==> src/rtl/bsg_mem_1r1w_sync_mask_write_byte_arb.sv <==
// Round-robin front end that shares one 1r1w byte-masked synchronous memory among
// several clients; read and write ports are arbitrated independently.
module bsg_mem_1r1w_sync_mask_write_byte_arb #(
    parameter int width_p       = 32,
    parameter int els_p         = 1024,
    parameter int num_clients_p = 2,
    parameter int addr_width_lp = (els_p > 1) ? $clog2(els_p) : 1,
    parameter int mask_width_lp = width_p >> 3
) (
    input  logic                                   clk_i,
    input  logic                                   reset_n_i,
    input  logic [num_clients_p-1:0]               v_i,
    input  logic [num_clients_p-1:0]               w_i,
    input  logic [num_clients_p*addr_width_lp-1:0] addr_i,
    input  logic [num_clients_p*width_p-1:0]       data_i,
    input  logic [num_clients_p*mask_width_lp-1:0] mask_i,
    output logic [num_clients_p-1:0]               ready_o,
    output logic [num_clients_p-1:0]               v_o,
    output logic [num_clients_p*width_p-1:0]       data_o,
    input  logic [num_clients_p-1:0]               yumi_i,
    output logic                                   mem_r_v_o,
    output logic [addr_width_lp-1:0]               mem_r_addr_o,
    output logic                                   mem_w_v_o,
    output logic [addr_width_lp-1:0]               mem_w_addr_o,
    output logic [width_p-1:0]                     mem_w_data_o,
    output logic [mask_width_lp-1:0]               mem_w_mask_o,
    input  logic [width_p-1:0]                     mem_data_i
);
    localparam int id_width_lp = (num_clients_p > 1) ? $clog2(num_clients_p) : 1;

    logic [num_clients_p-1:0] pend_reg, pend_next;
    logic [num_clients_p-1:0] resp_v_reg, resp_v_next;
    logic [width_p-1:0]       resp_data_reg [num_clients_p];
    logic                     rd_inflight_reg;
    logic [id_width_lp-1:0]   rd_owner_reg;
    logic [id_width_lp-1:0]   rd_ptr_reg, rd_ptr_next;
    logic [id_width_lp-1:0]   wr_ptr_reg, wr_ptr_next;

    logic [num_clients_p-1:0] rd_elig, wr_elig, rd_gnt, wr_gnt;
    logic                     rd_found, wr_found, rd_any, wr_any;
    logic [id_width_lp-1:0]   rd_id, wr_id;

    logic [addr_width_lp-1:0] addr_arr [num_clients_p];
    logic [width_p-1:0]       data_arr [num_clients_p];
    logic [mask_width_lp-1:0] mask_arr [num_clients_p];

    // Returns {found, id}: first requester at or after start, wrapping around.
    function automatic logic [id_width_lp:0] rr_pick(input logic [num_clients_p-1:0] req,
                                                     input logic [id_width_lp-1:0]   start);
        logic                   found;
        logic [id_width_lp-1:0] id;
        logic [id_width_lp-1:0] idx;
        logic [id_width_lp:0]   sum;
        found = 1'b0;
        id    = '0;
        for (int i = 0; i < num_clients_p; i++) begin
            sum = {1'b0, start} + (id_width_lp+1)'(i);
            if (sum >= (id_width_lp+1)'(num_clients_p))
                sum = sum - (id_width_lp+1)'(num_clients_p);
            idx = sum[id_width_lp-1:0];
            if (!found && req[idx]) begin
                found = 1'b1;
                id    = idx;
            end
        end
        return {found, id};
    endfunction

    for (genvar gi = 0; gi < num_clients_p; gi++) begin : g_client
        assign addr_arr[gi] = addr_i[gi*addr_width_lp +: addr_width_lp];
        assign data_arr[gi] = data_i[gi*width_p +: width_p];
        assign mask_arr[gi] = mask_i[gi*mask_width_lp +: mask_width_lp];

        // A held response blocks a new read unless it is being consumed this cycle.
        assign rd_elig[gi] = v_i[gi] & ~w_i[gi] & ~pend_reg[gi] & (~resp_v_reg[gi] | yumi_i[gi]);
        assign wr_elig[gi] = v_i[gi] & w_i[gi];

        assign rd_gnt[gi]  = rd_any & (rd_id == id_width_lp'(gi));
        assign wr_gnt[gi]  = wr_any & (wr_id == id_width_lp'(gi));

        assign data_o[gi*width_p +: width_p] = resp_data_reg[gi];
    end

    assign {rd_found, rd_id} = rr_pick(rd_elig, rd_ptr_reg);
    assign {wr_found, wr_id} = rr_pick(wr_elig, wr_ptr_reg);
    assign rd_any = reset_n_i & rd_found;
    assign wr_any = reset_n_i & wr_found;

    assign ready_o      = rd_gnt | wr_gnt;
    assign v_o          = resp_v_reg & {num_clients_p{reset_n_i}};

    assign mem_r_v_o    = rd_any;
    assign mem_r_addr_o = addr_arr[rd_id];
    assign mem_w_v_o    = wr_any;
    assign mem_w_addr_o = addr_arr[wr_id];
    assign mem_w_data_o = data_arr[wr_id];
    assign mem_w_mask_o = mask_arr[wr_id];

    always_comb begin
        rd_ptr_next = rd_ptr_reg;
        wr_ptr_next = wr_ptr_reg;
        if (rd_any)
            rd_ptr_next = (rd_id == id_width_lp'(num_clients_p-1)) ? '0 : rd_id + 1'b1;
        if (wr_any)
            wr_ptr_next = (wr_id == id_width_lp'(num_clients_p-1)) ? '0 : wr_id + 1'b1;
    end

    always_comb begin
        pend_next   = pend_reg;
        resp_v_next = resp_v_reg & ~yumi_i;
        if (rd_inflight_reg) begin
            pend_next[rd_owner_reg]   = 1'b0;
            resp_v_next[rd_owner_reg] = 1'b1;
        end
        pend_next = pend_next | rd_gnt;
    end

    always_ff @(posedge clk_i) begin
        if (!reset_n_i) begin
            pend_reg        <= '0;
            resp_v_reg      <= '0;
            rd_inflight_reg <= 1'b0;
            rd_owner_reg    <= '0;
            rd_ptr_reg      <= '0;
            wr_ptr_reg      <= '0;
        end else begin
            pend_reg        <= pend_next;
            resp_v_reg      <= resp_v_next;
            rd_inflight_reg <= rd_any;
            rd_owner_reg    <= rd_id;
            rd_ptr_reg      <= rd_ptr_next;
            wr_ptr_reg      <= wr_ptr_next;
        end
    end

    // Memory read data is valid one cycle after the grant; capture it for the owner.
    always_ff @(posedge clk_i) begin
        for (int c = 0; c < num_clients_p; c++) begin
            if (reset_n_i && rd_inflight_reg && rd_owner_reg == id_width_lp'(c))
                resp_data_reg[c] <= mem_data_i;
        end
    end

    a_yumi_only_when_valid: assert property (@(posedge clk_i) disable iff (!reset_n_i)
        ~|(yumi_i & ~v_o));

endmodule

==> config.mk <==
export PLATFORM = sky130hd
export DESIGN_NAME = bsg_mem_1r1w_sync_mask_write_byte_arb
export DESIGN_NICKNAME = d
export VERILOG_FILES = /design/src/rtl/bsg_mem_1r1w_sync_mask_write_byte_arb.sv
export SDC_FILE = /design/constraint.sdc
export NUM_CORES = 1
export LEC_CHECK = 0
export CELL_PAD_IN_SITES_DETAIL_PLACEMENT = 1
export CELL_PAD_IN_SITES_GLOBAL_PLACEMENT = 1
export CORE_MARGIN = 1
export CORE_UTILIZATION = 24
export CTS_BUF_LIST = sky130_fd_sc_hd__clkbuf_4
export DETAILED_ROUTE_END_ITERATION = 8
export HOLD_SLACK_MARGIN = 0.1
export MAX_ROUTING_LAYER = met4
export PLACE_DENSITY_LB_ADDON = 0.1
export SYNTH_ARGS = -nofsm -noshare
export SYNTH_HDL_FRONTEND = slang
export SYNTH_SLANG_ARGS = --single-unit
==> constraint.sdc <==
create_clock -name clk_i -period 5.1 [get_ports clk_i]
set_clock_uncertainty 0.05 [all_clocks]
set_input_delay 1.02 -clock clk_i [delete_from_list [all_inputs] [get_ports clk_i]]
set_output_delay 1.02 -clock clk_i [all_outputs]
set_load 0.03 [all_outputs]
==> impl_summary.log <==
[metrics] number of buffer cells added on primary ports: 257
[metrics] average cell area after synthesis: 17.9 um^2
[metrics] Syn-to-layout area delta: 99.3%
[metrics] Setup Total Neg Slack: 0 ns
[metrics] final antenna-violating net count: 0
[metrics] Peak Freq: 229 MHz
[metrics] DRT iter0 DRCs: roughly 120
[metrics] Yosys warning total: 0
[metrics] number of clock sinks seen by CTS: 72
[metrics] Starting Density: 24.8%
[metrics] width of the chip: 114 um
[metrics] vias after detailed routing: 2,532
[metrics] dominant cells by area after synthesis: sky130_fd_sc_hd__edfxtp_1, sky130_fd_sc_hd__mux2_2, sky130_fd_sc_hd__dfxtp_1
[metrics] Total Routed Length: around 11,000 um
[metrics] fillers: between 1,000 and 1,500
[metrics] gpl congestion: 0.744
[metrics] share of the clock period used by the worst path: 85.7%
[metrics] routed wire length per instance: 17.5 um
[metrics] data required time at the worst endpoint: between 4 and 5 ns
[metrics] TritonCTS clock tree: done
[metrics] fraction of the yosys area taken by sequential cells: 69.4%
[metrics] Die Y: around 110 um
[metrics] clock insertion delay at the later pin of the skew report: between 0.4 and 0.5 ns
[metrics] cell area after placement: 5800 um^2
[metrics] Leak: 2.13 nW
[metrics] drc violations: 0
[metrics] worst voltage drop across the vdd grid: 0.128 mV
[metrics] H-tree depth reported by CTS: 3
[metrics] Net Switching: 375 uW
[metrics] arrival time of the worst setup path: approximately 3.3 ns
[metrics] run status: finished, final reports clean
[metrics] Max Cap Viol: 0
[metrics] fin. max-slew vios: 0
[metrics] share of async-settable or async-resettable flops after synthesis: 0%
[metrics] Overflow after GRT: 0
[metrics] maximum number of pins on one net before global-route repair: 41
[metrics] floorplan die area: 12,900 um^2
[metrics] nets: around 570
[metrics] Synthesized Nets: 300
[metrics] number of antenna repair diodes: 0
[metrics] number of buffers added for setup after CTS: 0
[metrics] synthesized instance count: 168
[metrics] Post-CTS Hold Fix Bufs: 0
[metrics] via density per instance: 4.18
[metrics] Sw Ratio: about a quarter
[metrics] All-Layer GR Usage: 16.6%
[metrics] Least-Margin Pin Slew: 0.482 ns
[metrics] portion of total power attributed to combinational logic: 25.7%
[metrics] final setup violation count: 0
[metrics] sequential fraction of design power: 44.5%
[metrics] number of detailed-routing iterations run before antenna repair: 4
[metrics] number of distinct library cell variants in the gate-level netlist after synthesis: 29
[metrics] critical path type: in -> out
[metrics] antenna violations before repair: 0
[metrics] area of the placeable core: 12,100 um^2
[metrics] post-cts resize count: 0
[metrics] CTS root buf: sky130_fd_sc_hd__clkbuf_4
[metrics] most used standard cell by instance count after synthesis: sky130_fd_sc_hd__edfxtp_1
[metrics] post-route minimum period: ~4.4 ns
[metrics] top cells by count, synth: sky130_fd_sc_hd__edfxtp_1, sky130_fd_sc_hd__mux2_2, sky130_fd_sc_hd__dfxtp_1, sky130_fd_sc_hd__mux2_4, sky130_fd_sc_hd__a21oi_1
[metrics] Top-Level Pins: 258
[metrics] Final Hold Violating Endpoints: 0
[metrics] maximum root-to-sink buffer count: 2
[metrics] number of buffers created by CTS: 9
[metrics] share of Yosys cell area claimed by the top area cell type: 64.1%
[metrics] estimated wirelength of the detail-placed design: 8480 um
[metrics] proportion of layout cells with a drive suffix above 1: 18.5%
[metrics] clock network fraction of design power: 29.8%
[metrics] finished layout cell area: 5980 um^2
[metrics] cell type contributing the most total cell area after synthesis: sky130_fd_sc_hd__edfxtp_1
[metrics] global-route wire length before repair: ~15,000 um
[metrics] CP endpoint kind: output pin
[metrics] count of flip-flops with a built-in enable after synthesis: between 60 and 70
[metrics] Max Fanout on Critical Path: 13
[metrics] worst hold-check path type: reg -> reg
[metrics] flip-flop count of the largest register, all copies and words added: 64
[metrics] post-CTS clock slew at the launch and capture registers of the worst setup and hold paths: about 0.11 ns
[metrics] worst slew margin relative to its limit: 67.8%
[metrics] Cell Pwr Density: 248 nW/um^2
[metrics] P_int: approximately 1.1 mW
[metrics] Post-synth top flop: sky130_fd_sc_hd__edfxtp_1
[metrics] post-synth design cell area: between 2000 and 3000 um^2
[metrics] setup repair after global routing missed its margin: no
[metrics] synthesized flop and latch total: 72
[metrics] nature of the critical path startpoint: primary input
[metrics] via count of the first global-routing pass: 2,732
[metrics] number of standard-cell rows in the floorplan: 40
## metrics by stage
stage | setup WS [ns] | hold slack, ns | instances | utilization [%] | total power, mW
3_3_place_gp | 0.750 | 0.420 | 590 | 47.9 | 1.05
3_5_place_dp | 0.714 | 0.424 | 590 | 47.9 | 1.06
2_1_floorplan | 1.07 | 0.387 | 168 | - | 0.844
6_report | 0.729 | 0.437 | 606 | 49.3 | 1.48
5_1_grt | 0.604 | 0.478 | 606 | 49.3 | 1.54
4_1_cts | 0.710 | 0.440 | 606 | 49.3 | 1.50
## final cells by class
class	count	area, um^2	area share (%)
Clock inverter	7	110	1.84
Clock buffer	9	67.6	1.13
Multi-Input combinational cell	86	885	14.8
Tap cell	168	210	3.52
Sequential cell	72	2080	34.8
Inverter	4	15.0	0.251
Timing Repair Buffer	260	2610	43.6
## power by group through the flow
stage	sequential [mW]	clock, mW	combinational [mW]
after floorplan	0.690	0	0.154
after global placement	0.673	0	0.380
after detailed placement	0.674	0	0.383
after CTS	0.660	0.457	0.386
after global routing	0.661	0.483	0.399
final	0.660	0.442	0.380
## path summary, 6_finish.rpt
check | start | endpoint | slack (ns) | cells past startpoint
setup / recovery | yumi_i[1] | mem_r_addr_o[3] | 0.73 | 6
hold / removal | pend_reg[1] | pend_reg[1] | 0.44 | 2
setup reg to reg | resp_v_reg[1] | pend_reg[1] | 3.60 | 4
hold reg to reg | pend_reg[1] | pend_reg[1] | 0.44 | 2
## routing by layer
metal,up-vias,wire length (um),GRT usage [%]
met5,-,0,-
li1,1178,-,-
met4,0,128,4.85
met2,150,5640,29.8
met3,9,901,5.79
met1,1195,3940,17.0
## critical path, stage by stage
cell and delay [ns]:
sky130_fd_sc_hd__clkdlybuf4s50_1 0.51, sky130_fd_sc_hd__nor2b_4 0.05, sky130_fd_sc_hd__or4b_4 0.50, sky130_fd_sc_hd__a21o_4 0.29
sky130_fd_sc_hd__mux2_4 0.32, sky130_fd_sc_hd__clkdlybuf4s50_1 0.60
## layout by cell type (no fill, tap or decap), types with 2 or more instances in the layout
master / synthesis / layout
sky130_fd_sc_hd__buf_4: 0 / 2
sky130_fd_sc_hd__dfxtp_1: 8 / 8
sky130_fd_sc_hd__mux2_2: 49 / 49
sky130_fd_sc_hd__clkdlybuf4s50_1: 0 / 257
sky130_fd_sc_hd__clkbuf_4: 0 / 9
sky130_fd_sc_hd__bufinv_16: 0 / 3
sky130_fd_sc_hd__a21oi_1: 5 / 5
sky130_fd_sc_hd__o21a_1: 2 / 2
sky130_fd_sc_hd__clkinv_1: 1 / 3
sky130_fd_sc_hd__nor2_1: 2 / 2
sky130_fd_sc_hd__nand2_1: 4 / 4
sky130_fd_sc_hd__edfxtp_1: 64 / 64
sky130_fd_sc_hd__inv_1: 3 / 3
sky130_fd_sc_hd__o21ai_0: 2 / 2
sky130_fd_sc_hd__mux2_4: 7 / 7
## kinds of logic after synthesis
family / Yosys count / share of synthesized area, %
muxes: 57 / 22.2
DFF: 72 / 69.4
buffers and inverters: 10 / 1.63
AOI/OAI and AO/OA: 14 / 3.25
and+or+nand+nor: 15 / 3.46
Note: power is estimated with default switching activity, not from simulation.
